File: config.mk
export PLATFORM = sky130hd
export DESIGN_NAME = pipeline_display_driver_flat
export DESIGN_NICKNAME = d
export VERILOG_FILES = /design/src/rtl/pipeline_display_driver_if.sv /design/src/rtl/pipeline_display_driver.sv /design/src/flat_wrapper.sv
export SDC_FILE = /design/constraint.sdc
export NUM_CORES = 1
export LEC_CHECK = 0
export ABC_AREA = 0
export CORE_ASPECT_RATIO = 0.75
export CORE_MARGIN = 8
export CORE_UTILIZATION = 53
export DETAILED_ROUTE_END_ITERATION = 12
export GPL_ROUTABILITY_DRIVEN = 0
export GPL_TIMING_DRIVEN = 0
export HOLD_SLACK_MARGIN = 0.15
export PLACE_DENSITY = 0.8
export SLEW_MARGIN = 20
export SYNTH_ARGS = -nofsm -noshare
export SYNTH_HDL_FRONTEND = slang
export SYNTH_SLANG_ARGS = --single-unit
File: constraint.sdc
create_clock -name Clk -period 3.3 [get_ports Clk]
set_input_delay 0.99 -clock Clk [delete_from_list [all_inputs] [get_ports Clk]]
set_output_delay 0.99 -clock Clk [all_outputs]
set_load 0.01 [all_outputs]
File: src/rtl/pipeline_display_driver_if.sv
// Bus bundle for the pipeline display driver: pipeline-side inputs and the
// segment/enable/frame outputs of the 8-digit scanned display.
interface pipeline_display_driver_if;
    logic [15:0] PCValue;
    logic [15:0] WriteData;
    logic        Freeze;
    logic [6:0]  out7;
    logic [7:0]  en_out;
    logic        FrameDone;

    modport master (
        output PCValue,
        output WriteData,
        output Freeze,
        input  out7,
        input  en_out,
        input  FrameDone
    );

    modport slave (
        input  PCValue,
        input  WriteData,
        input  Freeze,
        output out7,
        output en_out,
        output FrameDone
    );
endinterface

File: src/rtl/pipeline_display_driver.sv
// Scans a frozen-per-frame snapshot of WriteData/PCValue over 8 active-low hex digits.
// Optional leading-zero blanking per 4-digit group: define DISPLAY_LEADING_ZERO_BLANK_EN.
module pipeline_display_driver #(
    parameter int REFRESH_DIV = 100000
) (
    input logic                      Clk,
    input logic                      Reset,
    pipeline_display_driver_if.slave dd
);
    localparam logic [16:0] TERM_CNT = 17'(REFRESH_DIV - 1);

    logic [16:0] cnt_r;
    logic [2:0]  idx_r;
    logic [15:0] pc_snap_r;
    logic [15:0] wd_snap_r;
    logic        load_r;
    logic        frame_done_r;
    logic [6:0]  out7_r;
    logic [7:0]  en_out_r;

    logic        tc_s;
    logic        wrap_s;
    logic [15:0] group_s;
    logic [3:0]  nib_s;
    logic [6:0]  seg_s;

    function automatic logic [6:0] hex7(input logic [3:0] n);
        case (n)
            4'h0:    hex7 = 7'b1000000;
            4'h1:    hex7 = 7'b1111001;
            4'h2:    hex7 = 7'b0100100;
            4'h3:    hex7 = 7'b0110000;
            4'h4:    hex7 = 7'b0011001;
            4'h5:    hex7 = 7'b0010010;
            4'h6:    hex7 = 7'b0000010;
            4'h7:    hex7 = 7'b1111000;
            4'h8:    hex7 = 7'b0000000;
            4'h9:    hex7 = 7'b0010000;
            4'hA:    hex7 = 7'b0001000;
            4'hB:    hex7 = 7'b0000011;
            4'hC:    hex7 = 7'b1000110;
            4'hD:    hex7 = 7'b0100001;
            4'hE:    hex7 = 7'b0000110;
            4'hF:    hex7 = 7'b0001110;
            default: hex7 = 7'b1111111;
        endcase
    endfunction

`ifdef DISPLAY_LEADING_ZERO_BLANK_EN
    // A digit is a leading zero when it and every nibble above it in its group are zero.
    function automatic logic lead_zero(input logic [15:0] grp, input logic [1:0] pos);
        case (pos)
            2'd1:    lead_zero = (grp[15:4] == 12'h000);
            2'd2:    lead_zero = (grp[15:8] == 8'h00);
            2'd3:    lead_zero = (grp[15:12] == 4'h0);
            default: lead_zero = 1'b0;
        endcase
    endfunction
`endif

    // Terminal count, frame wrap and the segment pattern for the current digit.
    always_comb begin
        tc_s    = (cnt_r == TERM_CNT);
        wrap_s  = tc_s && (idx_r == 3'd7);
        group_s = idx_r[2] ? pc_snap_r : wd_snap_r;
        nib_s   = 4'h0;
        case (idx_r[1:0])
            2'd0:    nib_s = group_s[3:0];
            2'd1:    nib_s = group_s[7:4];
            2'd2:    nib_s = group_s[11:8];
            2'd3:    nib_s = group_s[15:12];
            default: nib_s = 4'h0;
        endcase
`ifdef DISPLAY_LEADING_ZERO_BLANK_EN
        if (lead_zero(group_s, idx_r[1:0])) begin
            seg_s = 7'b1111111;
        end else begin
            seg_s = hex7(nib_s);
        end
`else
        seg_s = hex7(nib_s);
`endif
    end

    // Refresh divider and digit index.
    always_ff @(posedge Clk) begin
        if (Reset) begin
            cnt_r <= 17'd0;
            idx_r <= 3'd0;
        end else begin
            cnt_r <= tc_s ? 17'd0 : cnt_r + 17'd1;
            if (tc_s) begin
                idx_r <= idx_r + 3'd1;
            end
        end
    end

    // Snapshot is only taken at a frame boundary so a frame never mixes two values.
    always_ff @(posedge Clk) begin
        if (Reset) begin
            pc_snap_r <= 16'h0000;
            wd_snap_r <= 16'h0000;
        end else if (wrap_s && !dd.Freeze) begin
            pc_snap_r <= dd.PCValue;
            wd_snap_r <= dd.WriteData;
        end
    end

    // Output stage; FrameDone is delayed to line up with the first digit of the new frame.
    always_ff @(posedge Clk) begin
        if (Reset) begin
            load_r       <= 1'b0;
            frame_done_r <= 1'b0;
            out7_r       <= 7'b1111111;
            en_out_r     <= 8'hFF;
        end else begin
            load_r       <= wrap_s;
            frame_done_r <= load_r;
            out7_r       <= seg_s;
            en_out_r     <= ~(8'd1 << idx_r);
        end
    end

    assign dd.out7      = out7_r;
    assign dd.en_out    = en_out_r;
    assign dd.FrameDone = frame_done_r;
endmodule

File: src/flat_wrapper.sv
// flat-port wrapper written by rule: the top's interface ports become plain ports
module pipeline_display_driver_flat 
#(
    parameter int REFRESH_DIV = 100000
)
  (Clk, Reset, dd_PCValue, dd_WriteData, dd_Freeze, dd_out7, dd_en_out, dd_FrameDone);
  pipeline_display_driver_if dd_i ();
  input logic Clk;
  input logic Reset;
  input wire logic [$bits(dd_i.PCValue)-1:0] dd_PCValue;
  input wire logic [$bits(dd_i.WriteData)-1:0] dd_WriteData;
  input wire logic [$bits(dd_i.Freeze)-1:0] dd_Freeze;
  output wire logic [$bits(dd_i.out7)-1:0] dd_out7;
  output wire logic [$bits(dd_i.en_out)-1:0] dd_en_out;
  output wire logic [$bits(dd_i.FrameDone)-1:0] dd_FrameDone;
  assign dd_i.PCValue = dd_PCValue;
  assign dd_i.WriteData = dd_WriteData;
  assign dd_i.Freeze = dd_Freeze;
  assign dd_out7 = dd_i.out7;
  assign dd_en_out = dd_i.en_out;
  assign dd_FrameDone = dd_i.FrameDone;
  pipeline_display_driver #(.REFRESH_DIV(REFRESH_DIV)) u_core (.Clk(Clk), .Reset(Reset), .dd(dd_i));
endmodule
==> metrics.md, run 1 <==
| Metric | Value |
|---|---|
| RSZ-0062 raised after global routing | false |
| Largest cells by area after synthesis | dfxtp_1 45%, mux2i_1 12%, nor2_1 7.1%, ha_1 5.7%, xnor2_1 2.6% |
| Cells after Synth | 310 |
| Syn Nets | 359 |
| Endpoints failing setup | 0 |
| Fin crit share | 90.5% |
| Min cycle time layout | 2.99 ns |
| Die area | 8500 um^2 |
| Post-synth EDFFs | 0 |
| CTS Buffer Depth | 2 |
| I/O Pins | 51 |
| CTS Hold Bufs | 0 |
| Area Growth Syn to Fin | 24.9% |
| Vias | 2,357 |
| Fin area | 3830 um^2 |
| Initial antenna violation count | 0 |
| Worst Max-Slew Pin Slew | 0.606 ns |
| Family with the most delay on the worst path | compound AO/OA/AOI/OAI gates |
| TritonCTS clock tree | done |
| First-pass GRT wire length | 11,000 um |
| CP Buf/Inv Count | 3 |
| Min-delay src | u_core.load_r |
| Wire length per cell | 14.6 um |
| Crit path launch type | flop |
| CP max FO | 9 |
| Max_cap viols | 0 |
| Peak supply drop | 0.000275 V |
| Top FF cell, synth | dfxtp_1 |
| Critical path capture point type | flop |
| Top cell type's share of synthesized area | 45.1% |
| DIE WIDTH | 104 um |
| # fillers | 484 |
| Placed cells | 438 |
| First-pass DRT Iterations | 4 |
| Core box area | 5710 um^2 |
| Port bufs | 50 |
| Final hold vios | 0 |
| Status | finished clean |
| Clk_lat worst skew | 0.34 ns |
| Net count, final | 420 |
| Row cnt | 24 |
| Via/cell ratio | 5.19 |
| Grt ovf | 0 |
| Post-synthesis register bit count | 69 |
| Die H | 81.9 um |
| Pleak | 1.43 nW |
| Hold WS | 0.446 ns |
| Total track usage | 16.4% |
| Share of synthesized registers carrying an async set or reset | 0% |
| WHS Endpoint | u_core.dd.FrameDone |
| Critical path class | flop to flop |
| Power Density | 387 nW/um^2 |
| Reg2Reg Depth | 12 |
| Post-detail-place hpwl | 4810 um |
| Largest net degree at the start of global routing | 11 |
| Placed cell areas | 3660 um^2 |
| Drt initial violations | 134 |
| Slew HR | 59.4% |
| Antenna diodes | 0 |
| Clock transition at path regs | 0.07 ns |
| Achievable frequency | 335 MHz |
| # clock sinks | 69 |
| Reg-to-Reg End | u_core.dd.out7[3] |
| Worst EP arrival | 3.20 ns |
| Required time worst endpoint | 3.52 ns |
| Crit-path max cell delay | 0.42 ns |
| Post-synth top area cell | dfxtp_1 |
| Ys Warns | 0 |
| RR Startpoint | u_core.idx_r[1] |
| Syn Area/Cell | 9.89 um^2 |
| Vias in the first global route | 2,268 |
| Number of H-tree levels | 3 |
| R2r setup slk | 0.31 ns |
| Hold Path Cell Cnt | 1 |
| Final std cells w/o fill | 454 |
| DR DRC count | 0 |
| CP max stage cell | a2111oi_0 |
| Cts bufs inserted | 9 |
| Starting Density | 53.7% |
| Mapped cell area | 3070 um^2 |
| Design Power | 1.48 mW |
| Synth cell types | 44 |
| Ordered list of cells on the worst path | inv_1, ha_1, clkbuf_1, a221oi_2, a21oi_1, o21ai_2, inv_1, ha_1, a21boi_0, a21boi_0, a2111oi_0, a21oi_1 |
| Clock Root Buffer | clkbuf_8 |
| Footprint of the multi-input gates | 1560 um^2 |
| HP Class | flop to flop |
| Layout cell share with drive strength beyond 1 | 9.84% |
| DRT Wirelength | 6650 um |
| Max Transition Viols Final | 0 |
| Post-synthesis sequential area ratio | 45.1% |
| ANT nets after route | 0 |
| Register area | 1380 um^2 |
| Skew final | 0.00619 ns |
| Core Util, Final | 67.1% |
## how the worst max path moves through the flow
stage	from	to	slack, ns	cells past startpoint
finish	u_core.idx_r[1]	u_core.dd.out7[3]	0.31	12
global route	u_core.idx_r[1]	u_core.dd.out7[3]	0.03	12
global placement	u_core.idx_r[0]	u_core.dd.out7[3]	0.002	12
detailed placement	u_core.idx_r[1]	u_core.dd.out7[3]	-0.11	12
CTS	u_core.idx_r[1]	u_core.dd.out7[3]	0.09	12
floorplan	u_core.idx_r[0]	u_core.dd.out7[3]	0.55	12
## cells by family (layout without fill, tap and decap cells)
logic type	Yosys count	in the layout	share of synthesized area, %
xor+xnor	17	17	4.86
flops	69	69	45.1
fa+ha+maj	14	14	5.71
simple gates	101	101	15.9
buf+inv	24	90	4.49
mux	45	45	15.1
compound gates	40	40	8.86
## layout make-up
type | instances | share of cell area [%]
clock buffer | 14 | 3.72
sequential | 69 | 36.1
buffer | 16 | 2.81
tap | 78 | 2.55
timing repair buffer | 50 | 13.1
clock inverter | 2 | 0.261
multi-input combinational | 217 | 40.7
inverter | 8 | 0.784
## per-layer routing
metal,vias to the layer above,wire [um],GRT usage (%)
met5,-,0,0
met1,1099,3140,19.4
li1,1192,-,-
met3,6,447,6.97
met2,60,3000,26.7
met4,0,56,5.32
## power by group
| group | internal, mW | leakage [nW] | switching, mW | total, mW |
|---|---|---|---|---|
| registers | 0.841 | 0.559 | 0.00407 | 0.845 |
| logic | 0.0516 | 0.789 | 0.0305 | 0.0821 |
| clock network | 0.271 | 0.0784 | 0.282 | 0.554 |
| total | 1.16 | 1.43 | 0.317 | 1.48 |
## through the flow
step	setup TNS, ns	setup slack [ns]
2_1_floorplan	0	0.550
4_1_cts	0	0.0883
3_3_place_gp	0	0.00214
3_5_place_dp	-0.113	-0.113
5_1_grt	0	0.0262
6_report	0	0.315
## what timing repair did
item,4_1_cts,5_1_grt
buffers inserted,0,0
resized for setup,2,3
endpoints found under the setup margin,2,1
## sequential cells by signal (all words and copies together) (netlist names)
register / count
u_core.dd.FrameDone: 1
u_core.pc_snap_r: 16
u_core.cnt_r: 17
u_core.load_r: 1
u_core.dd.en_out: 8
u_core.dd.out7: 7
u_core.idx_r: 3
u_core.wd_snap_r: 16
## cell usage after synthesis, drive strengths merged, types with 2 or more instances
cell type	number
o21ai	8
a21boi	2
a22oi	5
nand2	15
dfxtp	69
mux2i	37
a21o	3
a221oi	3
clkbuf	7
mux2	8
xnor2	9
nand4	4
a31oi	5
nand2b	2
inv	8
or4	2
buf	9
xor2	8
nor3	2
ha	14
and3	5
nor2	58
a21oi	8
nand3	6
nor4b	2
## cells in the final DEF (no fill, tap or decap), drive strengths merged, types with 3 or more instances in the layout
| master | instances |
|---|---|
| nand2 | 15 |
| inv | 8 |
| and3 | 5 |
| clkdlybuf4s50 | 50 |
| ha | 14 |
| xor2 | 8 |
| buf | 9 |
| clkbuf | 21 |
| mux2i | 37 |
| a21o | 3 |
| a31oi | 5 |
| dfxtp | 69 |
| mux2 | 8 |
| nand4 | 4 |
| a21oi | 8 |
| o21ai | 8 |
| nand3 | 6 |
| a22oi | 5 |
| xnor2 | 9 |
| nor2 | 58 |
| a221oi | 3 |
(Power assumes the default switching activity.)
==> run 2: changes to the inputs <==
--- a/config.mk
+++ b/config.mk
@@ -10,7 +10,7 @@
 export CORE_MARGIN = 8
 export CORE_UTILIZATION = 53
 export DETAILED_ROUTE_END_ITERATION = 12
-export GPL_ROUTABILITY_DRIVEN = 0
+export GPL_ROUTABILITY_DRIVEN = 1
 export GPL_TIMING_DRIVEN = 0
 export HOLD_SLACK_MARGIN = 0.15
 export PLACE_DENSITY = 0.8
==> results of run 2 <==
The final DEF is identical to that of run 1; final timing and power are the same.
==> run 3: changes to the inputs <==
--- a/config.mk
+++ b/config.mk
@@ -6,7 +6,7 @@
 export NUM_CORES = 1
 export LEC_CHECK = 0
 export ABC_AREA = 0
-export CORE_ASPECT_RATIO = 0.75
+export CORE_ASPECT_RATIO = 1.75
 export CORE_MARGIN = 8
 export CORE_UTILIZATION = 53
 export DETAILED_ROUTE_END_ITERATION = 12
==> constraint.sdc (replaced) <==
create_clock -name Clk -period 2.99 [get_ports Clk]
set_input_delay 0.897 -clock Clk [delete_from_list [all_inputs] [get_ports Clk]]
set_output_delay 0.897 -clock Clk [all_outputs]
set_load 0.01 [all_outputs]
==> run 3 against run 2 <==
- design area is 2.6% higher
- count of clock-buffer cells in the layout is 3 lower
- total power is 25% higher
- flip-flop and latch count stayed put
- setup slack worse by 0.15 ns
- combinational power is 11% higher
- highest routed layer unchanged
- core utilization is 3.3 points higher
- critical endpoint unchanged
==> metrics.md, run 3 (same netlist as run 1, synthesis figures left out) <==
| Metric | Value |
|---|---|
| Cts bufs inserted | 9 |
| Ordered list of cells on the worst path | inv_1, ha_1, buf_2, a221oi_1, a21oi_1, o21ai_4, inv_1, ha_1, a21boi_0, a21boi_0, a2111oi_1, a21oi_1 |
| Max_cap viols | 0 |
| CP max FO | 9 |
| Core box area | 5590 um^2 |
| First-pass DRT Iterations | 4 |
| Design Power | 1.85 mW |
| DR DRC count | 0 |
| Slew HR | 58.1% |
| RR Startpoint | u_core.idx_r[0] |
| Fin crit share | 94.5% |
| Peak supply drop | 0.000410 V |
| Vias in the first global route | 2,478 |
| CTS Hold Bufs | 0 |
| Area Growth Syn to Fin | 28.2% |
| Grt ovf | 0 |
| Most frequent cells in the layout | 69 x dfxtp_1, 58 x nor2_1, 50 x clkdlybuf4s50_1, 37 x mux2i_1, 15 x nand2_1 |
| Layout cell share with drive strength beyond 1 | 11.9% |
| Power Density | 470 nW/um^2 |
| Biggest regs | u_core.cnt_r x17, u_core.pc_snap_r x16, u_core.wd_snap_r x16 |
| Status | finished clean |
| Vias | 2,401 |
| Worst EP arrival | 3.04 ns |
| Final hold vios | 0 |
| Clk_lat worst skew | 0.34 ns |
| Crit-path max cell delay | 0.41 ns |
| Achievable frequency | 354 MHz |
| TritonCTS clock tree | done |
| DRT Wirelength | 7070 um |
| # fillers | 458 |
| RSZ-0062 raised after global routing | false |
| # clock sinks | 69 |
| HP Class | flop to flop |
| Skew final | 0.00582 ns |
| Antenna diodes | 0 |
| Footprint of the multi-input gates | 1570 um^2 |
| Die H | 117 um |
| Reg with most FFs | u_core.cnt_r |
| Leading cell type in the layout, fill and taps excluded | dfxtp_1 |
| Pleak | 1.47 nW |
| Reg2Reg Depth | 12 |
| Min cycle time layout | 2.83 ns |
| Hold WS | 0.461 ns |
| First-pass GRT wire length | 11,600 um |
| Hold Path Cell Cnt | 1 |
| Endpoints failing setup | 0 |
| Post-detail-place hpwl | 5150 um |
| Wire length per cell | 15.5 um |
| Largest net degree at the start of global routing | 12 |
| Number of H-tree levels | 3 |
| Port bufs | 50 |
| Total track usage | 17.4% |
| Starting Density | 54.9% |
| Placer Congestion | 0.794 |
| Critical path capture point type | flop |
| CTS Buffer Depth | 2 |
| Max reg flops | 17 |
| Initial antenna violation count | 0 |
| R2r setup slk | 0.16 ns |
| Max Transition Viols Final | 0 |
| Via/cell ratio | 5.28 |
| I/O Pins | 51 |
| Die area | 8570 um^2 |
| Required time worst endpoint | 3.21 ns |
| Clock transition at path regs | 0.07 ns |
| Core Util, Final | 70.4% |
| Net count, final | 424 |
| Drt initial violations | 121 |
| Reg-to-Reg End | u_core.dd.out7[3] |
| Worst Max-Slew Pin Slew | 0.626 ns |
| WHS Endpoint | u_core.cnt_r[0] |
| Crit path launch type | flop |
| Sum of negative setup slack | 0 ns |
| Critical path class | flop to flop |
| Register area | 1380 um^2 |
| ANT nets after route | 0 |
| DIE WIDTH | 73.5 um |
| Setup crit start | u_core.idx_r[0] |
| Clock Root Buffer | clkbuf_8 |
| Row cnt | 36 |
| Min-delay src | u_core.cnt_r[0] |
| CP max stage cell | dfxtp_1 |
-- run 3: changes by cell type in the layout (fill, tap and decap cells not counted), sizes merged --
cell,delta
clkbuf,-4
clkinv,-1
buf,+5
clkinvlp,+1
bufinv,+2
-- run 3: repair_timing --
item,CTS,global route
gates resized for setup,4,3
setup buffers,0,5
endpoints found under the setup margin,5,3
pin swaps,1,2
-- run 3: per-layer routing --
layer  part of all wire [%]  wire, um  up-vias  GRT usage, %
met5                      0         0        -             0
met4                    2.8       201        0          9.13
met3                    5.3       373       18          4.64
met2                     53      3780       65          31.4
met1                     38      2710     1124          17.6
li1                       -         -     1194             -
-- run 3: how the worst max path moves through the flow --
stage          cells past startpoint  slack [ns]                end
3_3_place_gp                      12       -0.37  u_core.dd.out7[3]
4_1_cts                           12    0.000004  u_core.dd.out7[3]
2_1_floorplan                     12        0.24  u_core.dd.out7[3]
5_1_grt                           12      0.0009  u_core.dd.out7[3]
6_report                          12        0.16  u_core.dd.out7[3]
3_5_place_dp                      12       -0.41  u_core.dd.out7[3]
-- run 3: area by class of cell --
cell class	count	area share, %
Buffer	15	2.64
Clock buffer	11	3.60
Clock inverter	4	1.85
Inverter	8	0.764
Multi-Input combinational cell	217	39.9
Sequential cell	69	35.1
Tap cell	76	2.42
Timing Repair Buffer	55	13.7
-- run 3: where the power goes --
group / internal (mW) / switching (mW)
clock: 0.487 / 0.337
combinational: 0.0571 / 0.0344
sequential: 0.927 / 0.00459
total: 1.47 / 0.376
-- run 3: critical path, delay by kind of cell (launching register included) --
family / cells / cell delay, ns
buffers and inverters: 3 / 0.39
AO/OA/AOI/OAI: 7 / 1.50
adder cells (fa/ha/maj): 2 / 0.40
flip-flops: 1 / 0.41
-- run 3: through the flow --
step | std cells | area, um^2 | setup slack [ns]
4_1_cts | 451 | 3880 | 0.00000400
3_5_place_dp | 436 | 3660 | -0.413
3_3_place_gp | 436 | 3660 | -0.373
6_report | 455 | 3930 | 0.163
2_1_floorplan | 310 | 3070 | 0.240
5_1_grt | 455 | 3930 | 0.000915
